==> config.mk <==
export PLATFORM = sky130hd
export DESIGN_NAME = rr_arbiter8
export DESIGN_NICKNAME = d
export VERILOG_FILES = /design/src/rtl/rr_arbiter8.sv
export SDC_FILE = /design/constraint.sdc
export NUM_CORES = 1
export LEC_CHECK = 0
export ABC_AREA = 1
export BUFFER_PORTS_ARGS = -buffer_cell sky130_fd_sc_hd__buf_2
export CAP_MARGIN = 0
export CORE_MARGIN = 4
export CORE_UTILIZATION = 55
export CTS_BUF_LIST = sky130_fd_sc_hd__clkbuf_16
export DETAILED_ROUTE_END_ITERATION = 8
export PLACE_DENSITY = 0.76
export SETUP_SLACK_MARGIN = 0.4
export SYNTH_ARGS = -nofsm -noshare
export SYNTH_HDL_FRONTEND = slang
export SYNTH_SLANG_ARGS = --single-unit
==> constraint.sdc <==
create_clock -name clk -period 2.9 [get_ports clk]
set_input_delay 0.29 -clock clk [delete_from_list [all_inputs] [get_ports clk]]
set_output_delay 0.29 -clock clk [all_outputs]
set_load 0.02 [all_outputs]
==> src/rtl/rr_arbiter8.sv <==
// Round-robin arbiter for 8 requesters with encoded winner index and an
// optional per-grant maximum hold time; all outputs are registered.
module rr_arbiter8 #(
  parameter int unsigned MAX_HOLD = 16
) (
  input  logic       clk,
  input  logic       rst_n,
  input  logic [7:0] req,
  input  logic       rel,
  output logic [7:0] gnt,
  output logic [2:0] gnt_idx,
  output logic       gnt_vld,
  output logic       timeout
);

  localparam int unsigned N  = 8;
  localparam int unsigned IW = 3;
  localparam int unsigned CW = 8;

  typedef enum logic {
    IDLE,
    GRANT
  } state_t;

  state_t         state, state_nxt;
  logic [IW-1:0]  ptr, ptr_nxt;
  logic [CW-1:0]  hold_cnt, hold_nxt;
  logic [N-1:0]   gnt_nxt;
  logic [IW-1:0]  idx_nxt;
  logic           vld_nxt;
  logic           timeout_nxt;

  logic [IW-1:0]  pick_idx;
  logic           pick_vld;
  logic           rel_end, drop_end, tmo_end;

  // Rotating priority scan; walking downward leaves the closest-to-ptr hit last.
  always_comb begin
    pick_vld = 1'b0;
    pick_idx = '0;
    for (int k = N - 1; k >= 0; k--) begin
      if (req[IW'(ptr + IW'(k))]) begin
        pick_vld = 1'b1;
        pick_idx = IW'(ptr + IW'(k));
      end
    end
  end

  assign rel_end  = rel;
  assign drop_end = ~req[gnt_idx];
  assign tmo_end  = (MAX_HOLD != 0) && (hold_cnt == CW'(MAX_HOLD));

  always_ff @(posedge clk or negedge rst_n) begin
    if (!rst_n) begin
      state    <= IDLE;
      ptr      <= '0;
      hold_cnt <= '0;
      gnt      <= '0;
      gnt_idx  <= '0;
      gnt_vld  <= 1'b0;
      timeout  <= 1'b0;
    end else begin
      state    <= state_nxt;
      ptr      <= ptr_nxt;
      hold_cnt <= hold_nxt;
      gnt      <= gnt_nxt;
      gnt_idx  <= idx_nxt;
      gnt_vld  <= vld_nxt;
      timeout  <= timeout_nxt;
    end
  end

  always_comb begin
    state_nxt   = state;
    ptr_nxt     = ptr;
    hold_nxt    = hold_cnt;
    gnt_nxt     = gnt;
    idx_nxt     = gnt_idx;
    vld_nxt     = gnt_vld;
    timeout_nxt = 1'b0;

    unique case (state)
      IDLE: begin
        if (pick_vld) begin
          state_nxt = GRANT;
          gnt_nxt   = N'(1) << pick_idx;
          idx_nxt   = pick_idx;
          vld_nxt   = 1'b1;
          hold_nxt  = CW'(1);
        end
      end
      GRANT: begin
        if (rel_end || drop_end || tmo_end) begin
          state_nxt   = IDLE;
          gnt_nxt     = '0;
          idx_nxt     = '0;
          vld_nxt     = 1'b0;
          hold_nxt    = '0;
          ptr_nxt     = IW'(gnt_idx + IW'(1));
          // Flag expiry only when nothing else would have ended the grant.
          timeout_nxt = tmo_end && !rel_end && !drop_end;
        end else if (hold_cnt != '1) begin
          hold_nxt = hold_cnt + CW'(1);
        end
      end
      default: state_nxt = IDLE;
    endcase
  end

endmodule

After elaboration in Yosys (flattened, before gate mapping)

Cells that the tools add are included.

Register bits after elaboration: 25
Bits of input ports: 11
Logic and storage cells: 93

Reductions and logical operators: 8
Shift operators: 1
Add/sub/neg operators: 9
Eq/ne operators: 5
Magnitude comparators: 9
Multiplexer cells: 52
Bitwise logic cells: 2

Operators with widths:

| cell                  | count |
|---|---|
| $mux W8               | 5 |
| $lt A3 B4 Y1 const B  | 9 |
| $pmux W8 S2           | 2 |
| $mux W3               | 10 |
| $bmux W1 S3           | 9 |
| $mux W1               | 23 |
| $add A3 B3 Y3 const B | 4 |
| $add A8 B1 Y8 const B | 1 |
| $eq A8 B5 Y1 const B  | 1 |
| $ne A8 B8 Y1 const B  | 1 |
| $shl A1 B3 Y8 const A | 1 |
| $add A3 B1 Y3 const B | 2 |
| $add A3 B2 Y3 const B | 2 |
| $pmux W3 S2           | 1 |
| $reduce_and A2 Y1     | 3 |
| $pmux W1 S2           | 2 |
| $ne A3 B1 Y1 const B  | 1 |
| $logic_and A1 B1 Y1   | 2 |
| $logic_or A1 B1 Y1    | 2 |
| $ne A2 B1 Y1 const B  | 1 |
| $ne A2 B2 Y1 const B  | 1 |
| $not A1 Y1            | 2 |
| $logic_not A1 Y1      | 1 |

Longest topological paths before layout

Depth after elaboration: 14
Mapped depth: 21

Worst setup path after synthesis

Ideal clock, no wire load.

Path type: register to register
From: register ptr[0]
To: register gnt[4]
Path slack: 723 ps
Required time: 2776 ps
Library setup time: 124 ps
Stages on the path, launching flop included: 15
Arrival: 2053 ps
Buffers on the path: 3
Cells stage by stage: dfrtp_1 > buf_6 > inv_2 > buf_6 > ha_1 > buf_6 > inv_2 > nand3_1 > and2_1 > nor3_2 > nand4_4 > nand2_1 > a21oi_1 > nand2_1 > o21ai_1

Word-level cells in the longest chain between the ends: 14
Elaborated cells on any way between the ends: 44
Classes of those cells: 7 x add/sub; 1 x eq/ne; 1 x shift; 34 x mux; 1 x reduce/logical

Ends and longest elaborated chain:

| what                          | RTL line | text |
|---|---|---|
| from (decl)                   | 26       | `logic [IW-1:0] ptr, ptr_nxt;` |
| from (signal assigned)        | 64       | `ptr <= ptr_nxt;` |
| $add A3 B3 Y3                 | 42, 44   |  |
| $bmux W1 S3                   | 42       | `if (req[IW'(ptr + IW'(k))]) begin` |
| $mux W1 (not written as such) | 42       |  |
| $mux W3 (8 in series)         | 42       |  |
| $shl A1 B3 Y8                 | 86       | `gnt_nxt = N'(1) << pick_idx;` |
| $mux W8                       | 84       | `if (pick_vld) begin` |
| $pmux W8 S2                   | 82       | `unique case (state)` |
| to (signal assigned)          | 66       | `gnt <= gnt_nxt;` |
| to (decl)                     | 10       | `output logic [7:0] gnt,` |

Several ways; a longest one is shown, not always the timed one. The select of a mux whose other input is x is not followed.
A chain may end at the register's enable or synchronous reset.

Worst setup path after layout

Same ends and word-level chain as after synthesis.

==> impl_metrics.ini <==
[route]
ant_nets = 0
post_drt_via_cell_ratio = 5.563
wl_per_cell_um = 14.34
drc = 0
num_vias = 2047
wirelength_um = 5277
initialDrtViolationCount = 142
drt_first_pass_iters = 4

[logic_synthesis]
synth_xor_area_share_pct = 1.746
syn_nets = 315
ys_seq_area_share_pct = 31.17
ys_ff_latch = 25
synth_edf_count = 0
yosys_warnings = 0
syn_area_per_cell_um2 = 6.712
synth_compound_area_share_pct = 10.10
synth_ff_type = dfrtp_1
synth_fa_ha_area_share_pct = 3.117
synth_top_family_by_area = simple AND/OR/NAND/NOR gates
postSynthCellCount = 299
synthSimpleGateAreaFrac_pct = 43.95
async_reset_ff_share_pct = 100.0
synthMuxAreaShare_pct = 0
synth_area_mm2 = 0.002007
yosysUniqueCellTypes = 31

[setup_path]
critical_path_class = reg2reg
worstPathMaxFanout = 11
setup.worst_path.start_class = register
r2r_start = ptr[0]$_DFFE_PN0P_
path_delay_family = simple AND/OR/NAND/NOR gates
regToRegEndpoint = gnt[4]$_DFFE_PN0P_
ff2ff_setup_slack_ns = 0.56
path_buf_inv = 2
cp_common_cell = nand2_1
cp-end-kind = register
cp.arrival_ns = 2.52
cpPeakStageDelay_ns = 0.40
slowest_stage = dfrtp_2
worstRegToRegCells = 15
crit_chain = inv_2 > ha_2 > inv_2 > nand3_1 > nand3_1 > nand2_2 > a21oi_1 > nand3_1 > nand2_1 > nand2_1 > nand2_1 > nand2_2 > nand2_1 > nand2_1 > o21ai_1
crit_cells = 15
critPathRequiredTime_ns = 3.09

[hold_path]
worst_hold_path_type = in2async

[finish]
multi_input_area_mm2 = 0.001190
syn_to_final_growth_pct = 11.04
nets = 339
fill_cells = 303
antenna_cells = 0
post-route-util_pct = 64.74
drive_gt1_share_pct = 20.19
seq_area_um2 = 628.1

[grt]
grt_pass1_wl_um = 8769
grt_pass1_vias = 1812
grt_max_degree = 26
grt_antenna_before_repair = 0
busiest_layer = met2
met1_usage_pct = 36.68
grt.total_usage_pct = 25.22
grt_use_met3_pct = 4.269
grt_overflow = 0
grt_use_met2_pct = 38.26

[timing]
fin_crit_ns = 2.336
clock.fmax_mhz = 428.0
relSlewSlack_pct = 62.33
rsz0062_at_grt = false
slew_violations = 0
fin_skew_ns = 0.004914
worst_pin_slew_ns = 0.5651
setup_ws_ns = 0.5637
finalHoldViolCount = 0
setup_violations = 0
post-route-period-util_pct = 80.56
setup_tns_ns = 0

[clock_tree]
cts_buffers = 3
cts_tree = done
cts_hold_buffers = 0
cts_max_path_buffers = 2
root_buffer = clkbuf_16
path_clk_slew_ns = 0.07
insertion_delay_ns = 0.26
clock-sinks = 25
htree_levels = 1

[floorplan]
die_x_um = 68.41
die_area_mm2 = 0.004679
std_cell_rows = 21
num_io_pins = 24
start_util_pct = 58.31
coreArea_mm2 = 0.003442
fp.dieH_um = 68.41

[run_status]
status = completed

[placement]
io_buffers = 23
dp_hpwl_um = 4061
pre_cts_ws_ns = 0.2908
routabilityCongestion = 0.9004

[job]
drv_cap = 0
## flip-flops by register name (all words and copies together), names as in the netlist
| name | count |
|---|---|
| ptr | 3 |
| gnt_vld | 1 |
| gnt | 8 |
| gnt_idx | 3 |
| state | 1 |
| timeout | 1 |
| hold_cnt | 8 |
## cells in the mapped netlist, drive strengths merged (4+ instances only)
cell type	n	area [µm²]
xor2	4	35.03
ha	5	62.56
dfrtp	25	625.6
a21oi	13	68.82
buf	5	52.55
inv	36	135.1
nor2	16	67.56
nand4	5	46.29
nand3	43	245.2
nand2	109	446.7
nor3	5	30.03
o21ai	21	105.1
## routing by layer
metal,vias up,part of all wire [%]
li1,1021,-
met1,939,46
met2,77,46
met3,10,6.1
met4,0,1.5
met5,-,0
## how the worst max path moves through the flow
stage,startpoint,endpoint,slack (ns)
3_5_place_dp,ptr[0]$_DFFE_PN0P_,hold_cnt[3]$_DFFE_PN0P_,0.29
2_1_floorplan,ptr[0]$_DFFE_PN0P_,gnt[4]$_DFFE_PN0P_,0.72
5_1_grt,ptr[1]$_DFFE_PN0P_,gnt[4]$_DFFE_PN0P_,0.40
4_1_cts,ptr[0]$_DFFE_PN0P_,hold_cnt[3]$_DFFE_PN0P_,0.45
3_3_place_gp,ptr[0]$_DFFE_PN0P_,gnt_idx[1]$_DFFE_PN0P_,0.39
6_report,ptr[0]$_DFFE_PN0P_,gnt[4]$_DFFE_PN0P_,0.56
## layout by cell type, fill, tap and decap left out, drive strengths merged, types with 3 or more instances in the layout
cell type  synthesis  layout
nand4              5       5
nand3             43      43
nand2            109     109
xor2               4       4
nor3               5       5
a21oi             13      13
nor2              16      16
clkinv             2       3
ha                 5       5
clkbuf             1       3
dfrtp             25      25
o21ai             21      21
buf                5      25
inv               36      36
## logic make-up after synthesis
| family | count (synthesis) |
|---|---|
| flip-flops | 25 |
| AND/OR/NAND/NOR | 183 |
| XOR/XNOR | 4 |
| adder cells (fa/ha/maj) | 5 |
| buffers and inverters | 44 |
| AO/OA/AOI/OAI | 38 |
## layout make-up
type / instances / share of cell area, %
Clock buffer: 3 / 3.369
Clock inverter: 1 / 0.2246
Inverter: 38 / 6.401
Multi-Input combinational cell: 230 / 53.40
Sequential cell: 25 / 28.19
Tap cell: 46 / 2.583
Timing Repair Buffer: 25 / 5.839
## through the flow
stage          cell area, µm²  instances  hold slack [ns]
3_5_place_dp             2131        363           0.3156
4_1_cts                  2212        367          0.03214
2_1_floorplan            2007        299        -0.005591
5_1_grt                  2228        368          0.05688
6_report                 2228        368          0.01392
3_3_place_gp             2131        363           0.3018
## what timing repair did
| item | in CTS | in global routing |
|---|---|---|
| setup buffers | 0 | 1 |
| setup endpoints to repair | 13 | 16 |
| gates resized for setup | 1 | 3 |
## worst register-to-register path: cells and delay by family (launching register included)
family / cells / cell delay [ns]
buf+inv: 2 / 0.29
compound gates: 2 / 0.27
fa+ha+maj: 1 / 0.37
flops: 1 / 0.40
simple gates: 10 / 0.95
Power is left out: the tool's default activity adds up to more than one toggle a clock period on the data nets, which glitch-free logic cannot reach.
